### src/rtl/id_ex_ctrl_seg.sv
// ID/EX segment register with load-use hazard detection and a saturating bubble counter.
// Latency 1 cycle ID->EX; en=0 holds the slot, flush and load-use stall load a zeroed bubble.
module id_ex_ctrl_seg #(
  parameter int ADDR_W = 32,
  parameter int CNT_W  = 16
) (
  input  logic              clk,
  input  logic              rst_n,
  input  logic              en,
  input  logic              flush,
  input  logic              valid_d,
  input  logic [ADDR_W-1:0] pc_d,
  input  logic [4:0]        rs1_d,
  input  logic [4:0]        rs2_d,
  input  logic [4:0]        rd_d,
  input  logic              jal_d,
  input  logic              jalr_d,
  input  logic              mem_to_reg_d,
  input  logic              load_npc_d,
  input  logic              alu_src1_d,
  input  logic [2:0]        reg_write_d,
  input  logic [3:0]        mem_write_d,
  input  logic [1:0]        reg_read_d,
  input  logic [2:0]        branch_type_d,
  input  logic [3:0]        alu_ctrl_d,
  input  logic [1:0]        alu_src2_d,
  output logic              valid_e,
  output logic [ADDR_W-1:0] pc_e,
  output logic [4:0]        rs1_e,
  output logic [4:0]        rs2_e,
  output logic [4:0]        rd_e,
  output logic              jal_e,
  output logic              jalr_e,
  output logic              mem_to_reg_e,
  output logic              load_npc_e,
  output logic              alu_src1_e,
  output logic [2:0]        reg_write_e,
  output logic [3:0]        mem_write_e,
  output logic [1:0]        reg_read_e,
  output logic [2:0]        branch_type_e,
  output logic [3:0]        alu_ctrl_e,
  output logic [1:0]        alu_src2_e,
  output logic              load_use_stall,
  output logic [CNT_W-1:0]  bubble_cnt
);

  logic w_ex_is_load;
  logic w_hit_rs1;
  logic w_hit_rs2;
  logic w_bubble;
  logic w_capture;
  logic w_cnt_inc;

  // A load in EX writing x0 never produces a value worth waiting for.
  assign w_ex_is_load = valid_e & mem_to_reg_e & (|reg_write_e) & (|rd_e);
  assign w_hit_rs1    = reg_read_d[1] & (rs1_d == rd_e);
  assign w_hit_rs2    = reg_read_d[0] & (rs2_d == rd_e);

  assign load_use_stall = valid_d & ~flush & w_ex_is_load & (w_hit_rs1 | w_hit_rs2);

  // Flush wins even over a held pipeline; the hazard bubble only lands when en=1.
  assign w_bubble  = flush | (en & load_use_stall);
  assign w_capture = en & ~w_bubble;
  assign w_cnt_inc = en & load_use_stall & (bubble_cnt != {CNT_W{1'b1}});

  always_ff @(posedge clk or negedge rst_n) begin
    if (!rst_n) begin
      valid_e       <= 1'b0;
      pc_e          <= '0;
      rs1_e         <= '0;
      rs2_e         <= '0;
      rd_e          <= '0;
      jal_e         <= 1'b0;
      jalr_e        <= 1'b0;
      mem_to_reg_e  <= 1'b0;
      load_npc_e    <= 1'b0;
      alu_src1_e    <= 1'b0;
      reg_write_e   <= '0;
      mem_write_e   <= '0;
      reg_read_e    <= '0;
      branch_type_e <= '0;
      alu_ctrl_e    <= '0;
      alu_src2_e    <= '0;
    end else if (w_bubble) begin
      valid_e       <= 1'b0;
      pc_e          <= '0;
      rs1_e         <= '0;
      rs2_e         <= '0;
      rd_e          <= '0;
      jal_e         <= 1'b0;
      jalr_e        <= 1'b0;
      mem_to_reg_e  <= 1'b0;
      load_npc_e    <= 1'b0;
      alu_src1_e    <= 1'b0;
      reg_write_e   <= '0;
      mem_write_e   <= '0;
      reg_read_e    <= '0;
      branch_type_e <= '0;
      alu_ctrl_e    <= '0;
      alu_src2_e    <= '0;
    end else if (w_capture) begin
      valid_e       <= valid_d;
      pc_e          <= pc_d;
      rs1_e         <= rs1_d;
      rs2_e         <= rs2_d;
      rd_e          <= rd_d;
      jal_e         <= jal_d;
      jalr_e        <= jalr_d;
      mem_to_reg_e  <= mem_to_reg_d;
      load_npc_e    <= load_npc_d;
      alu_src1_e    <= alu_src1_d;
      reg_write_e   <= reg_write_d;
      mem_write_e   <= mem_write_d;
      reg_read_e    <= reg_read_d;
      branch_type_e <= branch_type_d;
      alu_ctrl_e    <= alu_ctrl_d;
      alu_src2_e    <= alu_src2_d;
    end
  end

  always_ff @(posedge clk or negedge rst_n) begin
    if (!rst_n) begin
      bubble_cnt <= '0;
    end else if (w_cnt_inc) begin
      bubble_cnt <= bubble_cnt + CNT_W'(1);
    end
  end

endmodule

### config.mk
export PLATFORM = sky130hd
export DESIGN_NAME = id_ex_ctrl_seg
export DESIGN_NICKNAME = d
export VERILOG_FILES = /design/src/rtl/id_ex_ctrl_seg.sv
export SDC_FILE = /design/constraint.sdc
export NUM_CORES = 1
export LEC_CHECK = 0
export ABC_CLOCK_PERIOD_IN_PS = 3000
export CAP_MARGIN = 40
export CELL_PAD_IN_SITES_DETAIL_PLACEMENT = 2
export CELL_PAD_IN_SITES_GLOBAL_PLACEMENT = 2
export CORE_ASPECT_RATIO = 1.75
export CORE_MARGIN = 10
export CORE_UTILIZATION = 26
export DETAILED_ROUTE_END_ITERATION = 8
export PLACE_DENSITY_LB_ADDON = 0.2
export SYNTH_ARGS = -nofsm -noshare
export SYNTH_HDL_FRONTEND = slang
export SYNTH_SLANG_ARGS = --single-unit
### constraint.sdc
create_clock -name clk -period 3 [get_ports clk]
set_input_delay 0.9 -clock clk [delete_from_list [all_inputs] [get_ports clk]]
set_output_delay 0.9 -clock clk [all_outputs]
set_load 0.05 [all_outputs]
==> results of run 1 <==
[routing by layer]
layer	share of wire	global-route usage
met1	0.36	0.143
met2	0.56	0.274
met3	0.061	0.0460
met4	0.016	0.0475
met5	0	0
[cells in the final DEF, fill, tap and decap left out, types with 3 or more instances in the layout]
cell type / netlist / layout
clkdlybuf4s50_1: 0 / 148
dfrtp_1: 87 / 87
a32o_1: 61 / 61
xnor2_1: 25 / 25
nand4_1: 18 / 18
buf_4: 1 / 15
nor2b_1: 13 / 12
nor3b_1: 10 / 10
a31o_2: 10 / 10
clkbuf_16: 0 / 9
clkinvlp_4: 0 / 6
dlygate4sd2_1: 0 / 5
clkbuf_2: 0 / 5
nor3_1: 4 / 4
nand2_1: 4 / 4
nand3_1: 5 / 4
and3_1: 4 / 4
buf_12: 0 / 4
nor2_1: 4 / 3
inv_1: 4 / 3
[report_power, final]
part / switching [mW] / leakage (nW) / internal [mW]
sequential: 0.0354 / 1.17 / 1.23
combinational: 0.351 / 1.07 / 0.246
clock: 0.495 / 0.117 / 0.565
total: 0.881 / 2.35 / 2.04
[worst max path at each step]
stage,startpoint,end,slack (ps),depth (start not counted)
3_3_place_gp,rs1_d[1],load_use_stall,-260,7
3_5_place_dp,rs1_d[1],load_use_stall,-270,7
4_1_cts,rs1_d[4],load_use_stall,20,7
5_1_grt,rs2_d[0],load_use_stall,3,7
6_report,rs2_d[0],load_use_stall,80,7
2_1_floorplan,valid_d,load_use_stall,100,6
[repair_timing]
action                                  4_1_cts  5_1_grt
buffers inserted                              4        0
endpoints found under the setup margin        1        1
gates resized for setup                      15       11
hold buffers                                  0        0
pin swaps                                    10       10
gates cloned                                  0        0
[registers in the layout, indices dropped and copies added (netlist names)]
name,cells
rd_e,5
pc_e,32
mem_write_e,4
rs2_e,5
reg_read_e,2
jalr_e,1
jal_e,1
valid_e,1
reg_write_e,3
alu_src1_e,1
rs1_e,5
alu_src2_e,2
load_npc_e,1
mem_to_reg_e,1
branch_type_e,3
bubble_cnt,16
alu_ctrl_e,4
[through the flow]
step,hold WS [ps],utilization
2_1_floorplan,604,-
3_3_place_gp,472,0.391
3_5_place_dp,481,0.393
4_1_cts,497,0.414
5_1_grt,503,0.413
6_report,491,0.413
[cells by family after synthesis]
group / count (synthesis) / synth area share
XOR/XNOR: 25 / 0.0577
multiplexers: 1 / 0.00297
AO/OA/AOI/OAI: 73 / 0.192
AND/OR/NAND/NOR: 72 / 0.124
buffers and inverters: 31 / 0.0465
adder cells (fa/ha/maj): 1 / 0.00330
flip-flops: 87 / 0.574
[final cells by class]
cell class / instances / share of cell area
Clock inverter: 6 / 0.00781
Timing Repair Buffer: 179 / 0.297
Antenna cell: 1 / 0.000422
Tap cell: 180 / 0.0380
Multi-Input combinational cell: 172 / 0.248
Sequential cell: 87 / 0.367
Clock buffer: 10 / 0.0386
Inverter: 4 / 0.00317
[critical path, delay by kind of cell]
| kind | cells | cell delay (ps) |
|---|---|---|
| AOI/OAI and AO/OA | 1 | 250 |
| xor gates and xnor gates | 1 | 140 |
| buffers and inverters | 3 | 470 |
| and+or+nand+nor | 2 | 250 |
==> results.yml, run 1 <==
run_status:
  status: "complete, no violations"
detailed_routing:
  vias_per_cell: 5.07
  wl_mm: 14.6
  wl_per_cell_um: 22.9
  drt-initial-drc-count: 117
  drtPass1Iterations: 4
  route.detailed.drc: 0
  postRouteAntennaNets: 0
  dr_total_vias: 3239
clocking:
  clkTransAtPathRegs_ps: 70
  cts_made_buffers: 9
  clock_latency_ps: 340
  cts_root_buf: "clkbuf_16"
  htreeDepth: 3
  cts.sinks: 87
  cts.path.max_buffers: 2
  cts_tree: "yes"
worst_hold_path:
  min_from: "pc_e[12]"
  hold_class: "reg2reg"
  min_to: "pc_e[12]"
  min_path_cells: 1
critical_path:
  reg2reg_depth: 7
  reg2reg_slack_ps: 490
  cpPeakStageDelay_ps: 250
  r2r-end: "pc_e[3]"
  end_kind: "primary output"
  worstSetupPathType: "in2out"
  path_cells: "dlygate4sd2_1, xnor2_1, nand4_1, o22ai_4, nand2_8, clkinvlp_4, buf_12"
  worstPathMaxFanout: 2
  cp.arrival_ps: 2020
  r2r-start: "rd_e[2]"
  crit_required_ps: 2100
  critPathSlowestCell: "dlygate4sd2_1"
  worst_setup_path_start_kind: "primary input"
power_and_ir_drop:
  vdd_drop_max_v: 0.000260
  leakagePower_nw: 2.35
  power_density_nw_per_um2: 492
  power_mw: 2.92
timing:
  tightestPinTransition_ps: 795
  setup_tns_ps: 0
  post-route-min-period_ps: 2920
  finalSetupViolCount: 0
  relSlewSlack: 0.470
  fin_ws_ps: 84.7
  rsz0062_at_grt: "false"
  maxSlewViolCount: 0
  skew_ps: 6.02
  final_hold_viol_count: 0
  max_freq_mhz: 343
  fin_crit_sh: 0.972
die:
  die_w_um: 111
  initial_core_util: 0.264
  ios: 163
  die_h_um: 180
  dieArea_um2: 20000
  core-area_um2: 14400
  row_count: 58
logic_synthesis:
  synthDistinctLibCells: 29
  ys_top_cells_by_count: "87 x dfrtp_1, 61 x a32o_1, 25 x xnor2_1, 18 x nand4_1, 16 x clkbuf_1"
  netlist_area_um2: 3800
  yosysWarningCount: 0
  synth-edff-count: 0
  syn_avg_cell_area_um2: 13.1
  yosysTopAreaCellShare: 0.574
  ys_ff_latch: 87
  ys_top_cells_by_area: "dfrtp_1 57%, a32o_1 16%, xnor2_1 5.8%, nand4_1 3.0%, a31o_2 2.3%"
  synthArstFlopShare: 1.00
  yosysTopAreaCell: "dfrtp_1"
  seq_area_frac_synth: 0.574
  synth_ff_type: "dfrtp_1"
  synth.most_common_cell: "dfrtp_1"
  syn_inst: 290
  syn_nets: 366
placed_design:
  place_ws_ps: -267
  portBuffers: 162
  placed_cell_area_um2: 5640
  gp_congestion: 0.762
  placedCellCount: 618
  dp.final_hpwl_mm: 10.9
global_route:
  grt_overflow: 0
  antenna_found_initial: 1
  grt_util_all_layers: 0.145
  grt_pass1_vias: 3722
  grt_pass1_wl_mm: 23.0
  grt_max_degree: 72
layout:
  final_cells: 639
  fin_nets: 529
  seqCellArea_um2: 2180
  drive_gt1_frac: 0.129
  syn_to_final_growth_pct: 56.2
  multi_input_area_um2: 1470
  fillers: 1513
  design_area_um2: 5930
job:
  drv_cap: 0
Note: power is estimated with default switching activity, not from simulation.
==> inputs of run 2 (changes only) <==
SKIP_CTS_REPAIR_TIMING = 1   (was not set)
==> run 2 against run 1 <==
Clock-buffer cell count stayed put. Sequential power hardly changed. Utilization is 0.32 points higher. Non-clock buffer count shrank 3. Combinational power rose by 0.8%. Fmax shrank 0.64%. Clock power is essentially flat. Register-to-register slack gained 100 ps. Cell count down 0.47%. First-iteration DRC count increased by 0.85%. Largest cell class unchanged.
==> results.yml, run 2 (synthesis results as in run 1) <==
timing:
  final_hold_viol_count: 0
  tightestPinTransition_ps: 794
  setup_tns_ps: 0
  maxSlewViolCount: 0
  finalSetupViolCount: 0
  max_freq_mhz: 341
  fin_crit_sh: 0.978
  rsz0062_at_grt: "false"
  holdWs_ps: 491
  skew_ps: 6.24
  relSlewSlack: 0.471
  post-route-min-period_ps: 2930
power_and_ir_drop:
  leakagePower_nw: 2.44
  seq_power_share: 0.432
  intPower_mw: 2.04
  power_density_nw_per_um2: 489
  p_sw_mw: 0.882
  swShare: 0.302
  vdd_drop_max_v: 0.000261
  power_frac_clock: 0.362
  power_frac_comb: 0.206
detailed_routing:
  vias_per_cell: 5.08
  route.detailed.drc: 0
  wl_met1_mm: 5.22
  drt-initial-drc-count: 118
  wl_per_cell_um: 23.0
  postRouteAntennaNets: 0
  drtPass1Iterations: 4
  dr_total_vias: 3228
  top_layer_used: "met4"
  wl_met3_um: 896
  wl_mm: 14.6
  route.met2.wl_mm: 8.25
critical_path:
  worst_setup_path_start_kind: "primary input"
  worstPathMaxFanout: 2
  crit_required_ps: 2100
  cp.arrival_ps: 2030
  worstSetupPathType: "in2out"
  reg2reg_depth: 6
  end_kind: "primary output"
global_route:
  grt_overflow: 0
  grt_util_all_layers: 0.144
  grt_pass1_vias: 3696
  grt_max_degree: 72
  antenna_found_initial: 1
  grt_pass1_wl_mm: 22.9
layout:
  fillers: 1500
  top_register: "pc_e"
  fin_nets: 526
  multi_input_area_um2: 1480
  syn_to_final_growth_pct: 57.4
  design_area_um2: 5980
  layout_common_cells: "148 x clkdlybuf4s50_1, 87 x dfrtp_1, 61 x a32o_1"
  final_common_cell: "clkdlybuf4s50_1"
  largest_reg_flops: 32
  seqCellArea_um2: 2180
  reg_top3: "pc_e x32, bubble_cnt x16"
  drive_gt1_frac: 0.114
placed_design:
  dp.final_hpwl_mm: 10.9
  portBuffers: 162
  gp_congestion: 0.762
  placed_cell_area_um2: 5640
die:
  initial_core_util: 0.264
  die_h_um: 180
  die_w_um: 111
  dieArea_um2: 20000
  ios: 163
  row_count: 58
  core-area_um2: 14400
clocking:
  clock_latency_ps: 340
  cts_tree: "yes"
  cts.path.max_buffers: 2
  cts_made_buffers: 9
  cts.sinks: 87
  cts_root_buf: "clkbuf_16"
  htreeDepth: 3
  clkTransAtPathRegs_ps: 60
run_status:
  status: "complete, no violations"
worst_hold_path:
  min_path_cells: 1
  hold_class: "reg2reg"
job:
  drv_cap: 0
[run 2: area by class of cell]
type | instances | share of cell area
multi-input cells | 172 | 0.247
clock buffers | 10 | 0.0383
well taps | 180 | 0.0377
flip-flops and latches | 87 | 0.364
inverters | 4 | 0.00314
repair buffers | 176 | 0.302
diodes | 1 | 0.000419
clock inverters | 6 | 0.00775
[run 2: metal layers]
layer,GRT usage,vias up
met5,0,-
met4,0.0475,0
met3,0.0460,10
met2,0.273,95
met1,0.143,1663
li1,-,1460
[run 2: final timing paths]
path / startpoint / endpoint / slack (ps)
min in group asynchronous: rst_n / bubble_cnt[9] / 510
setup reg to reg: rd_e[2] / pc_e[3] / 590
max in group asynchronous: rst_n / pc_e[14] / 1800
setup / recovery: reg_read_d[1] / load_use_stall / 70
hold / removal: pc_e[7] / pc_e[7] / 490
hold reg to reg: pc_e[7] / pc_e[7] / 490
[run 2: metrics by stage]
step                      utilization  std cells  setup slack, ps  power, mW
after floorplan                     -        290              100       1.59
after global placement          0.391        617             -258       1.88
after detailed placement        0.393        618             -267       1.90
after CTS                       0.412        634             -275       2.98
after global routing            0.416        636             4.91       3.06
final                           0.416        636             66.0       2.92
[run 2: power by group through the flow]
| stage | clock (mW) | sequential, mW | combinational (mW) |
|---|---|---|---|
| after floorplan | 0 | 1.47 | 0.118 |
| after global placement | 0 | 1.28 | 0.600 |
| after detailed placement | 0 | 1.28 | 0.611 |
| after CTS | 1.10 | 1.26 | 0.613 |
| after global routing | 1.15 | 1.27 | 0.637 |
| final | 1.06 | 1.26 | 0.602 |
[run 2: worst max-delay path, cell delays in order]
cell	delay [ps]
clkdlybuf4s50_1	470
nand2_1	100
o22ai_4	260
nand2_8	70
clkinvlp_4	90
buf_12	130
==> inputs of run 3 (changes only) <==
SLEW_MARGIN = 20   (was not set)
==> run 3 against run 2 <==
Utilization barely moved. Routed wire length grew 0.27%. Fmax is 0.18% higher. Clock skew grew 2.7 ps. First-iteration DRC count shrank 31%.
==> results.yml, run 3 (synthesis results as in run 1) <==
run_status:
  status: "complete, no violations"
clocking:
  cts_made_buffers: 9
  htreeDepth: 3
  clkTransAtPathRegs_ps: 60
  clock_latency_ps: 340
  cts.sinks: 87
  cts_root_buf: "clkbuf_16"
  cts_tree: "yes"
  cts.path.max_buffers: 2
detailed_routing:
  drt-initial-drc-count: 82
  drtPass1Iterations: 4
  vias_per_cell: 5.04
  dr_total_vias: 3204
  route.detailed.drc: 0
  postRouteAntennaNets: 0
  wl_per_cell_um: 23.0
  wl_mm: 14.6
global_route:
  grt_pass1_wl_mm: 22.8
  grt_max_degree: 72
  antenna_found_initial: 1
  grt_util_all_layers: 0.144
  grt_pass1_vias: 3719
  grt_overflow: 0
timing:
  post-route-min-period_ps: 2930
  tightestPinTransition_ps: 798
  maxSlewViolCount: 0
  final_hold_viol_count: 0
  finalSetupViolCount: 0
  holdWs_ps: 491
  fin_crit_sh: 0.976
  rsz0062_at_grt: "false"
  skew_ps: 8.95
  setup_tns_ps: 0
  max_freq_mhz: 341
  relSlewSlack: 0.468
power_and_ir_drop:
  power_density_nw_per_um2: 488
  vdd_drop_max_v: 0.000240
  power_mw: 2.92
  leakagePower_nw: 2.45
critical_path:
  critPathSlowestCell: "clkdlybuf4s50_1"
  r2r-start: "rd_e[2]"
  end_kind: "primary output"
  reg2reg_depth: 7
  r2r-end: "pc_e[3]"
  worstSetupPathType: "in2out"
  cp.arrival_ps: 2030
  cpPeakStageDelay_ps: 470
  worstPathMaxFanout: 2
  path_cells: "clkdlybuf4s50_1, nand2_1, o22ai_4, nand2_8, clkinvlp_4, buf_12"
  reg2reg_slack_ps: 470
  worst_setup_path_start_kind: "primary input"
  crit_required_ps: 2100
layout:
  fin_nets: 526
  reg_top3: "pc_e x32, bubble_cnt x16"
  layout_common_cells: "148 x clkdlybuf4s50_1, 87 x dfrtp_1, 61 x a32o_1"
  largest_reg_flops: 32
  fillers: 1484
  final_cells: 636
  drive_gt1_frac: 0.114
  top_register: "pc_e"
  final_common_cell: "clkdlybuf4s50_1"
  syn_to_final_growth_pct: 57.4
worst_hold_path:
  min_to: "pc_e[7]"
  hold_class: "reg2reg"
  min_path_cells: 1
  min_from: "pc_e[7]"
placed_design:
  placedCellCount: 618
  dp.final_hpwl_mm: 10.9
  gp_congestion: 0.762
  portBuffers: 162
die:
  initial_core_util: 0.264
  dieArea_um2: 20000
  ios: 163
  die_w_um: 111
  core-area_um2: 14400
  die_h_um: 180
  row_count: 58
job:
  drv_cap: 0
==> run 3: cell types whose count changed in the layout (fill, tap and decap cells not counted), sizes merged <==
cell	delta
clkinv	+2
clkinvlp	-2
==> run 3: through the flow <==
| stage | cell area, um^2 | setup slack (ps) | util |
|---|---|---|---|
| after floorplan | 3800 | 100 | - |
| after global placement | 5620 | -258 | 0.391 |
| after detailed placement | 5640 | -261 | 0.393 |
| after CTS | 5920 | -269 | 0.412 |
| after global routing | 5970 | 4.48 | 0.416 |
| final | 5970 | 71.3 | 0.416 |
==> run 3: worst max path at each step <==
| stage | startpoint | end | cells past startpoint |
|---|---|---|---|
| 3_5_place_dp | rs1_d[1] | load_use_stall | 7 |
| 4_1_cts | rs1_d[1] | load_use_stall | 7 |
| 3_3_place_gp | rs1_d[1] | load_use_stall | 7 |
| 2_1_floorplan | valid_d | load_use_stall | 6 |
| 5_1_grt | rs1_d[1] | load_use_stall | 7 |
| 6_report | reg_read_d[1] | load_use_stall | 6 |
==> run 3: power breakdown <==
part / leakage (nW) / switching, mW / total (mW) / internal [mW]
Combinational: 1.16 / 0.351 / 0.601 / 0.251
Clock: 0.125 / 0.488 / 1.05 / 0.565
Sequential: 1.17 / 0.0357 / 1.26 / 1.23
==> run 3: cell type report <==
cell class	instances	area, um^2	share of cell area
diodes	1	2.50	0.000419
clock buffers	10	229	0.0383
clock inverters	6	45.0	0.00754
inverters	4	18.8	0.00314
multi-input cells	172	1480	0.247
flip-flops and latches	87	2180	0.364
well taps	180	225	0.0377
repair buffers	176	1800	0.302
==> run 3: layer usage <==
metal | track usage | part of all wire
met5 | 0 | 0
met4 | 0.0444 | 0.016
met3 | 0.0497 | 0.061
met2 | 0.274 | 0.57
met1 | 0.141 | 0.36
==> run 3: worst max-delay path, delay by kind of cell <==
family / cells / cell delay, ps
buf+inv: 3 / 690
simple gates: 2 / 160
compound gates: 1 / 260
